[src/rtl/booth_mul_if.sv]
// Operand-issue and result handshake bundle for booth_mul_pipe.
// The master issues operands and consumes results; the slave is the multiplier.
interface booth_mul_if #(
  parameter int WIDTH = 32,
  parameter int TAG_W = 5
);
  logic               in_valid;
  logic               in_ready;
  logic [1:0]         in_op;
  logic [WIDTH-1:0]   in_a;
  logic [WIDTH-1:0]   in_b;
  logic [TAG_W-1:0]   in_tag;
  logic               out_valid;
  logic               out_ready;
  logic [WIDTH-1:0]   out_res;
  logic [2*WIDTH-1:0] out_prod;
  logic [TAG_W-1:0]   out_tag;

  modport master (
    output in_valid, in_op, in_a, in_b, in_tag, out_ready,
    input  in_ready, out_valid, out_res, out_prod, out_tag
  );

  modport slave (
    input  in_valid, in_op, in_a, in_b, in_tag, out_ready,
    output in_ready, out_valid, out_res, out_prod, out_tag
  );
endinterface

[src/rtl/booth_mul_pipe.sv]
// Radix-4 Booth / Wallace multiplier for MUL/MULH/MULHSU/MULHU; latency STAGES cycles, 1 op/cycle.
// Backpressure: valid/ready per stage, empty stages keep filling behind a stalled output.
module booth_mul_pipe #(
  parameter int WIDTH  = 32,
  parameter int STAGES = 3,
  parameter int TAG_W  = 5
) (
  input  logic clk,
  input  logic rst,
  input  logic flush,
  booth_mul_if.slave io
);
  localparam int NPP = WIDTH/2 + 1;
  localparam int PW  = 2*WIDTH;
  localparam int EW  = WIDTH + 2;

  logic [STAGES-1:0] v_q, v_d, adv;
  logic [1:0]        op_q  [STAGES];
  logic [TAG_W-1:0]  tag_q [STAGES];
  logic              in_fire;

  // Operands widened by two bits so a single signed Booth array covers every mode.
  logic              a_sgn, b_sgn;
  logic [EW-1:0]     a_ext;
  logic [EW:0]       b_ext;
  logic [PW-1:0]     a_pw;
  logic [PW-1:0]     pp_d    [NPP];
  logic [PW-1:0]     tree_in [NPP];

  assign a_sgn = (io.in_op != 2'd3);
  assign b_sgn = (io.in_op[1] == 1'b0);
  assign a_ext = {{2{a_sgn & io.in_a[WIDTH-1]}}, io.in_a};
  assign b_ext = {{2{b_sgn & io.in_b[WIDTH-1]}}, io.in_b, 1'b0};
  assign a_pw  = {{(PW-EW){a_ext[EW-1]}}, a_ext};

  for (genvar j = 0; j < NPP; j++) begin : g_pp
    logic [2:0]    grp;
    logic [PW-1:0] mag;
    logic          neg;
    assign grp = b_ext[2*j+2 -: 3];
    always_comb begin
      mag = '0;
      neg = 1'b0;
      case (grp)
        3'b001, 3'b010: mag = a_pw;
        3'b011:         mag = a_pw << 1;
        3'b100:         begin mag = a_pw << 1; neg = 1'b1; end
        3'b101, 3'b110: begin mag = a_pw;      neg = 1'b1; end
        default:        mag = '0;
      endcase
    end
    assign pp_d[j] = ((mag ^ {PW{neg}}) + PW'(neg)) << (2*j);
  end

  if (STAGES == 3) begin : g_pp_reg
    logic [PW-1:0] pp_q [NPP];
    always_ff @(posedge clk or posedge rst) begin
      if (rst) begin
        for (int i = 0; i < NPP; i++) pp_q[i] <= '0;
      end else if (adv[0]) begin
        for (int i = 0; i < NPP; i++) pp_q[i] <= pp_d[i];
      end
    end
    always_comb for (int i = 0; i < NPP; i++) tree_in[i] = pp_q[i];
  end else begin : g_pp_comb
    always_comb for (int i = 0; i < NPP; i++) tree_in[i] = pp_d[i];
  end

  // 3:2 compressor levels until two rows remain; leftover rows pass to the next level.
  logic [PW-1:0] tr [NPP];
  logic [PW-1:0] nx [NPP];
  logic [PW-1:0] sum_d, car_d;
  int            n, nn, full;

  always_comb begin
    for (int i = 0; i < NPP; i++) begin
      tr[i] = tree_in[i];
      nx[i] = '0;
    end
    n    = NPP;
    nn   = 0;
    full = 0;
    for (int lvl = 0; lvl < NPP; lvl++) begin
      if (n > 2) begin
        nn   = 0;
        full = (n / 3) * 3;
        for (int i = 0; i < NPP; i++) nx[i] = '0;
        for (int g = 0; g < NPP; g++) begin
          if (3*g + 2 < n) begin
            nx[nn]   = tr[3*g] ^ tr[3*g+1] ^ tr[3*g+2];
            nx[nn+1] = ((tr[3*g] & tr[3*g+1]) | (tr[3*g] & tr[3*g+2]) |
                        (tr[3*g+1] & tr[3*g+2])) << 1;
            nn = nn + 2;
          end
        end
        for (int r = 0; r < NPP; r++) begin
          if (r >= full && r < n) begin
            nx[nn] = tr[r];
            nn = nn + 1;
          end
        end
        for (int i = 0; i < NPP; i++) tr[i] = nx[i];
        n = nn;
      end
    end
    sum_d = tr[0];
    car_d = tr[1];
  end

  logic [PW-1:0] cpa_s, cpa_c, prod_d, prod_q;

  if (STAGES >= 2) begin : g_tree_reg
    logic [PW-1:0] sum_q, car_q;
    always_ff @(posedge clk or posedge rst) begin
      if (rst) begin
        sum_q <= '0;
        car_q <= '0;
      end else if (adv[STAGES-2]) begin
        sum_q <= sum_d;
        car_q <= car_d;
      end
    end
    assign cpa_s = sum_q;
    assign cpa_c = car_q;
  end else begin : g_tree_comb
    assign cpa_s = sum_d;
    assign cpa_c = car_d;
  end

  assign prod_d = cpa_s + cpa_c;

  always_ff @(posedge clk or posedge rst) begin
    if (rst)                  prod_q <= '0;
    else if (adv[STAGES-1])   prod_q <= prod_d;
  end

  // A stage may move when any stage from it to the output has a hole, or the output drains.
  always_comb begin
    adv = '0;
    for (int k = 0; k < STAGES; k++) begin
      adv[k] = io.out_ready;
      for (int j = k; j < STAGES; j++) adv[k] = adv[k] | ~v_q[j];
    end
  end

  assign io.in_ready = (~v_q[0] | adv[0]) & ~flush;
  assign in_fire     = io.in_valid & io.in_ready;

  always_comb begin
    v_d    = v_q;
    v_d[0] = adv[0] ? in_fire : v_q[0];
    for (int k = 1; k < STAGES; k++) v_d[k] = adv[k] ? v_q[k-1] : v_q[k];
    if (flush) v_d = '0;
  end

  always_ff @(posedge clk or posedge rst) begin
    if (rst) begin
      v_q <= '0;
      for (int k = 0; k < STAGES; k++) begin
        op_q[k]  <= '0;
        tag_q[k] <= '0;
      end
    end else begin
      v_q <= v_d;
      if (adv[0]) begin
        op_q[0]  <= io.in_op;
        tag_q[0] <= io.in_tag;
      end
      for (int k = 1; k < STAGES; k++) begin
        if (adv[k]) begin
          op_q[k]  <= op_q[k-1];
          tag_q[k] <= tag_q[k-1];
        end
      end
    end
  end

  assign io.out_valid = v_q[STAGES-1];
  assign io.out_prod  = prod_q;
  assign io.out_tag   = tag_q[STAGES-1];
  assign io.out_res   = (op_q[STAGES-1] == 2'd0) ? prod_q[WIDTH-1:0] : prod_q[PW-1:WIDTH];
endmodule

[src/flat_wrapper.sv]
// flat-port wrapper written by rule: the top's interface ports become plain ports
module booth_mul_pipe_flat 
#(
  parameter int WIDTH  = 32,
  parameter int STAGES = 3,
  parameter int TAG_W  = 5
)
  (clk, rst, flush, io_in_valid, io_in_op, io_in_a, io_in_b, io_in_tag, io_out_ready, io_in_ready, io_out_valid, io_out_res, io_out_prod, io_out_tag);
  booth_mul_if #(.WIDTH(WIDTH), .TAG_W(TAG_W)) io_i ();
  input  logic clk;
  input  logic rst;
  input  logic flush;
  input wire logic [$bits(io_i.in_valid)-1:0] io_in_valid;
  input wire logic [$bits(io_i.in_op)-1:0] io_in_op;
  input wire logic [$bits(io_i.in_a)-1:0] io_in_a;
  input wire logic [$bits(io_i.in_b)-1:0] io_in_b;
  input wire logic [$bits(io_i.in_tag)-1:0] io_in_tag;
  input wire logic [$bits(io_i.out_ready)-1:0] io_out_ready;
  output wire logic [$bits(io_i.in_ready)-1:0] io_in_ready;
  output wire logic [$bits(io_i.out_valid)-1:0] io_out_valid;
  output wire logic [$bits(io_i.out_res)-1:0] io_out_res;
  output wire logic [$bits(io_i.out_prod)-1:0] io_out_prod;
  output wire logic [$bits(io_i.out_tag)-1:0] io_out_tag;
  assign io_i.in_valid = io_in_valid;
  assign io_i.in_op = io_in_op;
  assign io_i.in_a = io_in_a;
  assign io_i.in_b = io_in_b;
  assign io_i.in_tag = io_in_tag;
  assign io_i.out_ready = io_out_ready;
  assign io_in_ready = io_i.in_ready;
  assign io_out_valid = io_i.out_valid;
  assign io_out_res = io_i.out_res;
  assign io_out_prod = io_i.out_prod;
  assign io_out_tag = io_i.out_tag;
  booth_mul_pipe #(.WIDTH(WIDTH), .STAGES(STAGES), .TAG_W(TAG_W)) u_core (.clk(clk), .rst(rst), .flush(flush), .io(io_i));
endmodule
[config.mk]
export PLATFORM = sky130hd
export DESIGN_NAME = booth_mul_pipe_flat
export DESIGN_NICKNAME = d
export VERILOG_FILES = /design/src/rtl/booth_mul_if.sv /design/src/rtl/booth_mul_pipe.sv /design/src/flat_wrapper.sv
export SDC_FILE = /design/constraint.sdc
export NUM_CORES = 2
export LEC_CHECK = 0
export BUFFER_PORTS_ARGS = -buffer_cell sky130_fd_sc_hd__buf_2
export CORE_MARGIN = 4
export CORE_UTILIZATION = 45
export DETAILED_ROUTE_END_ITERATION = 8
export GPL_TIMING_DRIVEN = 0
export SYNTH_ARGS = -nofsm -noshare
export SYNTH_HDL_FRONTEND = slang
export SYNTH_SLANG_ARGS = --single-unit
[constraint.sdc]
create_clock -name clk -period 47.2 [get_ports clk]
set_input_delay 2.36 -clock clk [delete_from_list [all_inputs] [get_ports clk]]
set_output_delay 2.36 -clock clk [all_outputs]
set_load 0.01 [all_outputs]
==> run metrics <==
Yosys reg bits 1024; WL/cell 41.79 um; clock share of power 11.8%; GRT overflow 0; Req. time, crit path 44.84 ns; Layout area overhead 10.90%; reg2reg path depth 10; max incr delay on CP 1.34 ns; H-tree depth 3; vias in the first global route 77150; largest net degree at the start of global routing 119; violated checks max-capacitance violations, max-slew violations; DR pass1 iterations 8; Post-CTS Resized 0; nature of the critical path startpoint input pin; first-pass GRT wire length 679100 um; Synth area leaders dfrtp_1 30%, fa_1 16%, xnor2_1 8.2%; Die H 442.2 um; Yosys top cell by area dfrtp_1; Die Area 195600 um^2; worst vdd ir 0.1802 mV; initial antenna violation count 74; root buffer cell clkbuf_16; fmax 92.25 MHz; Rel. slew slack -18.39%; Post-DP HPWL 403900 um; number of synthesized flops with an enable pin 0; setup TNS 0 ns; clk_skew 0.06736 ns; starting density of the core 45.23%; Post-CTS Setup Bufs 0; Worst Setup End Kind output port; max cap viols 50; num ports 179; Post-Syn Area per Cell 9.061 um^2; top_reg_cell synth dfrtp_1; Tcrit/Tclk final 22.97%; Num CTS Buffers 116; dpl cells 12060; Period minus WS final 10.84 ns; Worst EP arrival 8.48 ns; switching pwr 0.004237 W; GP Congestion 1.167; post-synthesis sequential area ratio 30.20%; Max stage delay cell, worst path clkbuf_1; Synth cell types 116; number of buffers added on ports 166; Post-Syn Instances 9365; Pins Over Slew Limit 428; P_int 0.004495 W; pwr/cell area 92.79 nW/um^2; clock slew at reported path FFs 0.06 ns; worst-skew pair later-pin latency 0.85 ns; Logic pwr share 72.4%; CTS sink cnt 1024; crit path cell chain buf_2, nor2b_1, clkbuf_1, and3_1, clkbuf_1, clkbuf_2, clkbuf_1, clkbuf_2, buf_1, nor2_1, buf_2; Die W 442.2 um; Hold Buf Count CTS 0; Final setup viols 0; Lkg Pwr 41.40 nW; Vias/cell 6.618; sw frac 48.52%; Least-Margin Pin Slew 1.776 ns; total number of vias 81640; Final Non-Filler Cells 12340; CTS tree done; fin util 50.16%; clk buf depth 3; RSZ-0062 raised after global routing no; Syn Nets 10330; status finished, violations left; Post-synth ARST share 100.0%; post-synth top area share 30.20%; DRT iter0 DRCs 13200; most frequent cells in the layout 1024 x dfrtp_1, 1015 x inv_1, 909 x nand2_1; DRC Markers 0; critical path type input pin to output port; CP Max Fanout 10; Synth Cell Area 84860 um^2; Hold WC Path Type register to register; Total Wirelength 515600 um; Core Footprint 187600 um^2; final hold vios 0; hold-critical path depth 2; most common cell after layout, fill and taps aside dfrtp_1; FP Rows 159; layout cells sized above 1 9.333%; All-Layer GR Usage 51.30%; overall power 0.008732 W; number of nets in the layout 10640; post-route ant nets 0; Most common cell on crit path clkbuf_1; Synth Warn # 0; Reg power frac 15.8%
==> cells by family (layout without fill, tap and decap cells) <==
| logic type | after synthesis | in the layout | share of synthesized area (%) |
|---|---|---|---|
| buf+inv | 1725 | 2142 | 7.989 |
| other cells | 1 | 61 | 0.004419 |
| compound gates | 2263 | 2263 | 17.32 |
| flops | 1024 | 1024 | 30.20 |
| mux | 227 | 227 | 2.968 |
| fa+ha+maj | 884 | 884 | 18.94 |
| xor+xnor | 981 | 981 | 10.13 |
| simple gates | 2260 | 2260 | 12.46 |
==> synth_stat cells (all sizes together) (220+ instances only) <==
cell type and n:
dfrtp 1024, inv 1019, nand2 910, xnor2 798, fa 667, o21ai 566
nor2 527, a21oi 497, a22oi 474, clkbuf 383, buf 318, a21o 220
==> metal layers <==
| layer | track usage, % | up-vias | routed length (um) |
|---|---|---|---|
| li1 | - | 32040 | - |
| met4 | 39.19 | 24 | 49300 |
| met1 | 62.90 | 41240 | 190500 |
| met5 | 1.856 | - | 428 |
| met2 | 66.62 | 6653 | 195800 |
| met3 | 27.42 | 1688 | 79490 |
==> worst max-delay path, delay by kind of cell <==
family | cells | cell delay (ns)
simple gates | 3 | 0.38
buf+inv | 8 | 5.60
==> power by group through the flow <==
stage	logic [W]	clock network, W	registers [W]
after floorplan	0.00379	0	0.00132
after global placement	0.00588	0	0.00138
after detailed placement	0.00607	0	0.00139
after CTS	0.00614	0.00103	0.00137
after global routing	0.00690	0.00106	0.00139
final	0.00632	0.00103	0.00138
==> worst paths after layout <==
check,start,slack [ns],to
max in group asynchronous,rst,42.43,u_core.g_pp_reg.pp_q[179]
worst max-delay path,io_out_ready,36.36,io_in_ready
worst min-delay path,u_core.tag_q[14],0.47,u_core.tag_q[14]
min in group asynchronous,rst,1.60,u_core.cpa_c[13]
worst min register to register,u_core.tag_q[14],0.47,u_core.tag_q[14]
worst max register to register,u_core.v_q[2],40.13,u_core.g_pp_reg.pp_q[343]
==> final cells by class <==
cell class / instances / area [um^2]
sequential: 1024 / 25620
timing repair buffer: 199 / 1474
antenna: 60 / 150.1
tap: 2495 / 3122
buffer: 701 / 3029
inverter: 1024 / 3851
clock inverter: 51 / 879.6
multi-input combinational: 6616 / 52600
clock buffer: 167 / 3374
fill: 17620 / 93500
==> flip-flops by register name, indices dropped and copies added, names as in the netlist <==
register and flops:
u_core.cpa_c 56, u_core.cpa_s 64, u_core.g_pp_reg.pp_q 816, u_core.io.out_prod 64, u_core.io.out_tag 5, u_core.op_q 6
u_core.tag_q 10, u_core.v_q 3
==> metrics by stage <==
stage / setup WS, ns / hold slack, ns / instance area (um^2)
6_report: 36.36 / 0.4713 / 94100
5_1_grt: 36.83 / 0.4859 / 93970
3_5_place_dp: 36.98 / 0.4550 / 89600
3_3_place_gp: 3.632 / 0.4469 / 88810
2_1_floorplan: 16.02 / 0.4331 / 84860
4_1_cts: 36.96 / 0.4710 / 93850
No activity file was read; power rests on OpenSTA's default activity.
